==> config.mk <==
export PLATFORM = sky130hd
export DESIGN_NAME = pm_arbiter
export DESIGN_NICKNAME = d
export VERILOG_FILES = /design/src/rtl/pm_arbiter.sv
export SDC_FILE = /design/constraint.sdc
export NUM_CORES = 1
export LEC_CHECK = 0
export ABC_AREA = 1
export CAP_MARGIN = 5
export CORE_ASPECT_RATIO = 0.6
export CORE_UTILIZATION = 35
export CTS_BUF_LIST = sky130_fd_sc_hd__clkbuf_8
export DETAILED_ROUTE_END_ITERATION = 7
export PLACE_DENSITY = 0.62
export SKIP_CTS_REPAIR_TIMING = 1
export SLEW_MARGIN = 20
export SYNTH_ARGS = -nofsm -noshare
export SYNTH_HDL_FRONTEND = slang
export SYNTH_SLANG_ARGS = --single-unit
==> constraint.sdc <==
create_clock -name clk -period 3.7 [get_ports clk]
set_clock_uncertainty 0.15 [all_clocks]
set_input_delay 0.37 -clock clk [delete_from_list [all_inputs] [get_ports clk]]
set_output_delay 0.37 -clock clk [all_outputs]
set_load 0.03 [all_outputs]
==> src/rtl/pm_arbiter.sv <==
// Request arbiter with fixed or round-robin priority, per-channel masking and an
// optional grant timeout. One grant at a time, held until ack or timeout.
module pm_arbiter #(
  parameter int N   = 8,
  parameter int RR  = 1,
  parameter int TMO = 15,
  localparam int W  = (N > 1) ? $clog2(N) : 1
) (
  input  logic         clk,
  input  logic         rst_n,
  input  logic         en,
  input  logic [N-1:0] req,
  input  logic [N-1:0] mask,
  input  logic         ack,
  output logic [N-1:0] gnt,
  output logic [W-1:0] gnt_id,
  output logic         valid,
  output logic         timeout
);

  localparam int         W_T   = (TMO > 0) ? $clog2(TMO + 1) : 1;
  localparam logic [W:0] N_EXT = (W + 1)'(N);

  typedef enum logic {IDLE, GRANT} state_t;

  state_t         state_q, state_d;
  logic [N-1:0]   gnt_q, gnt_d;
  logic [W-1:0]   gnt_id_q, gnt_id_d;
  logic           valid_q, valid_d;
  logic           timeout_q, timeout_d;
  logic [W-1:0]   ptr_q, ptr_d;
  logic [W_T-1:0] cnt_q, cnt_d;

  logic [N-1:0] eligible;
  logic [N-1:0] win_onehot;
  logic [W-1:0] win_idx;
  logic [W-1:0] ptr_inc;
  logic [W:0]   cand;
  logic         found;

  assign eligible = req & ~mask;
  assign ptr_inc  = (gnt_id_q == W'(N - 1)) ? '0 : gnt_id_q + W'(1);

  // Walk channels starting at ptr, wrapping modulo N; first eligible wins.
  // In fixed mode ptr stays 0, so this degenerates to lowest-index priority.
  always_comb begin
    found   = 1'b0;
    win_idx = '0;
    cand    = '0;
    for (int i = 0; i < N; i++) begin
      cand = {1'b0, ptr_q} + (W + 1)'(i);
      if (cand >= N_EXT) cand = cand - N_EXT;
      if (!found && eligible[cand[W-1:0]]) begin
        found   = 1'b1;
        win_idx = cand[W-1:0];
      end
    end
  end

  for (genvar gi = 0; gi < N; gi++) begin : g_onehot
    assign win_onehot[gi] = (win_idx == W'(gi));
  end

  always_comb begin
    state_d   = state_q;
    gnt_d     = gnt_q;
    gnt_id_d  = gnt_id_q;
    valid_d   = valid_q;
    timeout_d = 1'b0;
    ptr_d     = ptr_q;
    cnt_d     = cnt_q;
    case (state_q)
      IDLE: begin
        if (en && found) begin
          state_d  = GRANT;
          gnt_d    = win_onehot;
          gnt_id_d = win_idx;
          valid_d  = 1'b1;
          cnt_d    = '0;
        end
      end
      GRANT: begin
        // ack takes precedence over a coincident timeout
        if (ack || (TMO > 0 && cnt_q == W_T'(TMO))) begin
          state_d   = IDLE;
          gnt_d     = '0;
          gnt_id_d  = '0;
          valid_d   = 1'b0;
          cnt_d     = '0;
          timeout_d = !ack;
          ptr_d     = (RR != 0) ? ptr_inc : '0;
        end else if (TMO > 0) begin
          cnt_d = cnt_q + W_T'(1);
        end
      end
      default: state_d = IDLE;
    endcase
  end

  always_ff @(posedge clk) begin
    if (!rst_n) begin
      state_q   <= IDLE;
      gnt_q     <= '0;
      gnt_id_q  <= '0;
      valid_q   <= 1'b0;
      timeout_q <= 1'b0;
      ptr_q     <= '0;
      cnt_q     <= '0;
    end else begin
      state_q   <= state_d;
      gnt_q     <= gnt_d;
      gnt_id_q  <= gnt_id_d;
      valid_q   <= valid_d;
      timeout_q <= timeout_d;
      ptr_q     <= ptr_d;
      cnt_q     <= cnt_d;
    end
  end

  assign gnt     = gnt_q;
  assign gnt_id  = gnt_id_q;
  assign valid   = valid_q;
  assign timeout = timeout_q;

endmodule

==> metrics.md, run 1 <==
| Metric | Value |
|---|---|
| Final Max Slew Viols | `0` |
| # IOs | `33` |
| # setup viols final | `0` |
| Total Routing Usage GR | `18.0%` |
| Worst EP required | `3750 ps` |
| Crit. End Element | `flip-flop` |
| Largest family of logic cells by synthesized area | `simple AND/OR/NAND/NOR gates` |
| Filler cells | `503` |
| Die area | `5480 um^2` |
| CP bufs+invs | `2` |
| Reg2reg setup slack | `480 ps` |
| Chip width | `94.9 um` |
| WP data arrival | `3270 ps` |
| Initial DRC Count | `95` |
| DRC Markers | `0` |
| Levels on crit path | `15` |
| Cell Area, Synth | `1810 um^2` |
| Top cells by area, synth | `dfxtp_1 23%, nand2_1 11%, nand3_1 11%` |
| Synthesis-stage register bit count | `21` |
| CTS tree | `done` |
| Post-synth ARST share | `0%` |
| Max FO, Critical Path | `11` |
| FF/Latch Area | `420 um^2` |
| Syn avg cell area | `7.19 um^2` |
| Max stage delay cell, worst path | `dfxtp_1` |
| Setup crit start kind | `flip-flop` |
| Kind of cell adding the most delay to the critical path | `simple AND/OR/NAND/NOR gates` |
| EDFF count, synth | `0` |
| Initial antenna violation count | `0` |
| Syn nets | `277` |
| Synth Area in Adders | `3.45%` |
| Max Cap Viol | `0` |
| Post-synthesis mux area share | `0%` |
| Worst R2R End | `gnt[7]$_SDFFE_PN0P_` |
| Final Instance Count excl. Fillers | `345` |
| Fmax | `310 MHz` |
| Vias in the first global route | `1,576` |
| Final wirelength | `4600 um` |
| Total gr overflow | `0` |
| RSZ-0062 raised after global routing | `no` |
| H-tree depth | `1` |
| Yosys cell types | `37` |
| Register area share after synthesis | `23.2%` |
| Worst skew pair latency | `260 ps` |
| Yosys top cell area share | `23.2%` |
| Final Cycle Share | `87.1%` |
| Layout cells sized above 1 | `23.4%` |
| Worst-path cell chain | `inv_2 -> ha_1 -> inv_1 -> nand3_2 -> nand3_1 -> nand2_2 -> nor2_4 -> nand4_4 -> nor2_4 -> nand3b_2 -> nand2_1 -> nand2_2 -> o21ai_2 -> nand2_1 -> a21oi_2` |
| Routed wire per std cell | `13.3 um` |
| Static Leakage | `0.955 nW` |
| Xor/xnor cell area share of the yosys netlist | `3.24%` |
| Drt first pass iters | `4` |
| Reg2reg start | `ptr_q[1]$_SDFFE_PN0P_` |
| Global-route wire length before repair | `7550 um` |
| Total placed cells including tap cells | `341` |
| DP HPWL | `3850 um` |
| Diode count | `0` |
| Total CTS buffers | `3` |
| Root Buffer | `clkbuf_8` |
| Most numerous cell in the Yosys netlist | `nand2_1` |
| Fin. Hold Viols | `0` |
| Core Region | `4780 um^2` |
| Synth cell count leaders | `54 x nand2_1, 40 x nand3_1, 26 x inv_1` |
| Placement row count | `19` |
| GPL Wtd Cong | `1.01` |
| Tmin final | `3220 ps` |
| Worst min-delay path class | `flip-flop to flip-flop` |
| Synth Area in Compound Gates | `12.2%` |
| Warnings from Yosys | `0` |
| Area of the multi-input gates | `1220 um^2` |
| DR vias/cell | `5.00` |
| Hold path start | `gnt[3]$_SDFFE_PN0P_` |
| Ys flop type | `dfxtp_1` |
| Setup_tns | `0 ps` |
| Pwr Density | `417 nW/um^2` |
| Detail Route Antenna Nets | `0` |
| Largest net degree at the start of global routing | `14` |
| Synth Instances | `252` |
| Synth area leader | `dfxtp_1` |
| CTS clk-pin slew, worst paths | `80 ps` |
| Starting Density | `37.9%` |
| Fin nets | `308` |
| CP max stage delay | `620 ps` |
| Peak supply drop | `0.201 mV` |
| Die Span Y | `57.8 um` |
| Post-Synth Simple-Gate Area | `48.4%` |
| Worst setup endpoint | `gnt[7]$_SDFFE_PN0P_` |
| Reg2Reg Depth | `15` |
| Max transition margin | `53.6%` |
| Layout overhead on the synthesized area | `21.5%` |
| Clock Path Buffers | `2` |
| Total number of vias | `1,726` |
| CP Launch Point | `ptr_q[1]$_SDFFE_PN0P_` |
| WS Path Type | `flip-flop to flip-flop` |
| Clk sinks | `21` |
| IO buf count | `32` |
| Least-Margin Pin Slew | `696 ps` |
| Status | `finished clean` |
## worst reg2reg max path, cell delays in order, from the launching register on
cell      delay (ps)
dfxtp_1          620
inv_2            160
ha_1             410
inv_1            240
nand3_2          110
nand3_1          130
nand2_2          100
nor2_4           140
nand4_4          100
nor2_4           150
nand3b_2         110
nand2_1           80
nand2_2           70
o21ai_2          280
nand2_1          160
a21oi_2          160
## worst min-delay path by stage
stage / end / slack [ps] / depth (start not counted)
after floorplan: timeout$_SDFF_PN0_ / 290 / 1
after global placement: gnt[1]$_SDFFE_PN0P_ / 320 / 2
after detailed placement: gnt[2]$_SDFFE_PN0P_ / 310 / 2
after CTS: gnt[2]$_SDFFE_PN0P_ / 330 / 2
after global routing: gnt[0]$_SDFFE_PN0P_ / 340 / 2
final: gnt[3]$_SDFFE_PN0P_ / 330 / 2
## flip-flops by register name, summed over array words and instances (netlist names)
register,flops
ptr_q,3
valid,1
gnt,8
state_q,1
gnt_id,3
timeout,1
cnt_q,4
## cell families (layout without fill, tap and decap cells)
family,Yosys count,count (layout)
simple gates,155,155
buf+inv,36,66
compound gates,30,30
xor+xnor,5,5
fa+ha+maj,5,5
flops,21,21
## per-layer routing
| layer | global-route usage [%] | vias to the layer above | wire length [um] |
|---|---|---|---|
| met2 | 22.9 | 54 | 1570 |
| met5 | 0 | - | 0 |
| met1 | 29.6 | 763 | 2600 |
| met4 | 2.60 | 0 | 29 |
| met3 | 4.72 | 4 | 404 |
| li1 | - | 905 | - |
## through the flow
stage	utilization, %	worst slack (ps)	hold slack [ps]	cell area, um^2	power [W]
global placement	45.1	517	315	2160	0.000773
floorplan	-	1100	292	1810	0.000648
finish	46.1	478	327	2200	0.000918
detailed placement	45.1	539	313	2160	0.000768
global route	46.1	189	343	2200	0.000984
CTS	46.1	507	328	2200	0.000919
## power by group
group,leakage (nW),internal [W],switching (W)
logic,0.759,0.000175,0.000319
registers,0.171,0.000248,0.0000258
clock network,0.0255,0.0000750,0.0000746
total,0.955,0.000498,0.000420
## cell usage in the layout, fill, tap and decap left out, types with 2 or more instances in the layout
cell type and count:
nand4_1 6, nand3b_2 2, clkdlybuf4s50_1 32, a21oi_2 9, nand3_2 15, ha_1 5, o32ai_1 2, nor2_1 12
dfxtp_1 21, nand2_2 16, nor2_4 3, inv_2 3, a21oi_1 7, nand2_1 54, clkbuf_8 3, nand2_4 2
nor2_2 2, o21ai_0 5, inv_1 26, nand3_1 40, xnor2_1 2
## cell type report
class,count,area share [%]
Multi-Input combinational cell,195,55.5
Timing Repair Buffer,32,14.5
Clock buffer,3,1.88
Clock inverter,1,0.227
Inverter,30,5.23
Sequential cell,21,19.1
Tap cell,63,3.58
(Power assumes the default switching activity.)
==> run 2: changes to the inputs <==
--- a/config.mk
+++ b/config.mk
@@ -6,7 +6,6 @@
 export NUM_CORES = 1
 export LEC_CHECK = 0
 export ABC_AREA = 1
-export CAP_MARGIN = 5
 export CORE_ASPECT_RATIO = 0.6
 export CORE_UTILIZATION = 35
 export CTS_BUF_LIST = sky130_fd_sc_hd__clkbuf_8
==> results of run 2 <==
Same layout as run 1: the final DEF is identical, and so are final timing and power.
==> run 3: changes to the inputs <==
--- a/config.mk
+++ b/config.mk
@@ -5,12 +5,11 @@
 export SDC_FILE = /design/constraint.sdc
 export NUM_CORES = 1
 export LEC_CHECK = 0
-export ABC_AREA = 1
 export CORE_ASPECT_RATIO = 0.6
-export CORE_UTILIZATION = 35
+export CORE_UTILIZATION = 55
 export CTS_BUF_LIST = sky130_fd_sc_hd__clkbuf_8
 export DETAILED_ROUTE_END_ITERATION = 7
-export PLACE_DENSITY = 0.62
+export PLACE_DENSITY = 0.87
 export SKIP_CTS_REPAIR_TIMING = 1
 export SLEW_MARGIN = 20
 export SYNTH_ARGS = -nofsm -noshare
==> metrics.md, run 3 <==
| Metric | Value |
|---|---|
| Share of total power in combinational logic | `44.3%` |
| DRT met1 WL | `2380 um` |
| Ys flop type | `dfxtp_1` |
| Status | `finished clean` |
| CTS tree | `done` |
| Initial DRC Count | `325` |
| Top layer in use | `met4` |
| Fin. Hold Viols | `0` |
| Total gr overflow | `0` |
| RSZ-0062 raised after global routing | `no` |
| Global-route wire length before repair | `7730 um` |
| Peak supply drop | `0.228 mV` |
| Syn avg cell area | `9.37 um^2` |
| Top cells by area, synth | `dfxtp_1 22%, mux4_2 15%, mux2i_1 9.4%` |
| Psw | `0.000259 W` |
| Synth area leader | `dfxtp_1` |
| Drt first pass iters | `5` |
| Setup_tns | `0 ps` |
| Worst skew pair latency | `260 ps` |
| WS Path Type | `flip-flop to flip-flop` |
| Register area share after synthesis | `21.9%` |
| Routed wire per std cell | `17.8 um` |
| Root Buffer | `clkbuf_8` |
| DR vias/cell | `6.48` |
| Chip width | `78.3 um` |
| Max Cap Viol | `0` |
| Reg2reg setup slack | `310 ps` |
| Synthesis-stage register bit count | `21` |
| Layout cells sized above 1 | `14.5%` |
| Least-Margin Pin Slew | `620 ps` |
| Core Region | `3300 um^2` |
| Starting Density | `58.1%` |
| Routed length on met3 | `746 um` |
| Crit. End Element | `flip-flop` |
| PnR worst setup slack | `309 ps` |
| GPL Wtd Cong | `1.01` |
| Synth Instances | `205` |
| Final Max Slew Viols | `0` |
| Fin nets | `267` |
| DP HPWL | `4060 um` |
| Clk network pwr share | `20.5%` |
| Clock Path Buffers | `2` |
| Die area | `3740 um^2` |
| Met2 Wirelength | `1950 um` |
| Total Routing Usage GR | `28.1%` |
| Sw Share | `36.1%` |
| Die Span Y | `47.8 um` |
| Diode count | `0` |
| Worst slack, placed | `123 ps` |
| Worst hold margin | `314 ps` |
| Final wirelength | `5080 um` |
| EDFF count, synth | `0` |
| Commonest non-fill, non-tap cell in the layout | `clkdlybuf4s50_1` |
| Max transition margin | `57.5%` |
| Reg2Reg Depth | `9` |
| Static Leakage | `0.918 nW` |
| Most numerous cell in the Yosys netlist | `dfxtp_1` |
| Detail Route Antenna Nets | `0` |
| # setup viols final | `0` |
| Yosys top cell area share | `21.9%` |
| Fmax | `295 MHz` |
| Max FO, Critical Path | `10` |
| Initial antenna violation count | `0` |
| DRC Markers | `0` |
| WHS Path Cells | `1` |
| CTS clk-pin slew, worst paths | `70 ps` |
| Hold path start | `gnt[0]$_SDFFE_PN0P_` |
| Reg2reg start | `ptr_q[0]$_SDFFE_PN0P_` |
| Setup crit start kind | `flip-flop` |
| Tot Pwr | `0.000718 W` |
| Tmin final | `3390 ps` |
| Int Power | `0.000458 W` |
| Synth cell count leaders | `21 x dfxtp_1, 18 x mux2i_1, 14 x a21oi_1, 14 x nor2_1` |
| Yosys cell types | `57` |
| Total CTS buffers | `3` |
| Largest net degree at the start of global routing | `14` |
| Cell Area, Synth | `1920 um^2` |
| Vias in the first global route | `1,549` |
| IO buf count | `32` |
| Post-synth ARST share | `0%` |
| Pwr Density | `303 nW/um^2` |
| Syn nets | `230` |
| Warnings from Yosys | `0` |
| Final Cycle Share | `91.6%` |
| Layout overhead on the synthesized area | `23.5%` |
| Seq pwr share | `35.2%` |
| Placement row count | `16` |
| # IOs | `33` |
| WP data arrival | `3450 ps` |
| Worst EP required | `3760 ps` |
| Largest register FFs | `8` |
| CP Launch Point | `ptr_q[0]$_SDFFE_PN0P_` |
| Clk sinks | `21` |
| Worst min-delay path class | `flip-flop to flip-flop` |
| Most frequent cells in the layout | `32 x clkdlybuf4s50_1, 21 x dfxtp_1, 18 x mux2i_1, 14 x nor2_1, 14 x a21oi_1` |
| H-tree depth | `1` |
| Total number of vias | `1,854` |
==> run 3: through the flow <==
stage | std cells | util [%] | instance area, um^2
floorplan | 205 | - | 1920
global placement | 282 | 70.4 | 2320
detailed placement | 282 | 70.4 | 2320
CTS | 286 | 71.8 | 2370
global route | 286 | 71.8 | 2370
finish | 286 | 71.8 | 2370
==> run 3: worst paths after layout <==
check | end
max | gnt[6]$_SDFFE_PN0P_
min | gnt[0]$_SDFFE_PN0P_
max reg2reg | gnt[6]$_SDFFE_PN0P_
min reg2reg | gnt[0]$_SDFFE_PN0P_
==> run 3: kinds of logic (layout without fill, tap and decap cells) <==
group	count (synthesis)	count (layout)	synth area share, %
AND/OR/NAND/NOR	71	71	20.3
AO/OA/AOI/OAI	55	55	21.4
multiplexers	36	36	28.3
flip-flops	21	21	21.9
buffers and inverters	14	50	3.06
adder cells (fa/ha/maj)	5	5	3.26
XOR/XNOR	3	3	1.76
==> run 3: power groups by stage <==
stage | Sequential (W) | Combinational (W) | Clock (W)
6_report | 0.000253 | 0.000318 | 0.000147
5_1_grt | 0.000254 | 0.000339 | 0.000158
4_1_cts | 0.000252 | 0.000310 | 0.000149
3_5_place_dp | 0.000257 | 0.000308 | 0
3_3_place_gp | 0.000257 | 0.000303 | 0
2_1_floorplan | 0.000274 | 0.000196 | 0
==> run 3: worst max-delay path, stage by stage, from the launching register on <==
cell      delay [ps]
dfxtp_1          400
buf_4            220
and3b_1          210
or2_0            330
mux4_2           540
or2_0            230
o41a_1           440
or2_1            300
a21boi_4         320
a22o_1           190
==> run 3: final cells by class <==
type                    count  area (um^2)
fillers                   254          932
repair buffers             41          388
flip-flops and latches     21          420
well taps                  45         56.3
clock buffers               3         41.3
inverters                   5         18.8
multi-input cells         170         1440
clock inverters             1         5.00
==> run 3: routing by layer <==
metal	vias to the layer above	global-route usage, %
li1	868	-
met1	839	42.9
met2	143	37.7
met3	4	10.3
met4	0	4.07
met5	-	0
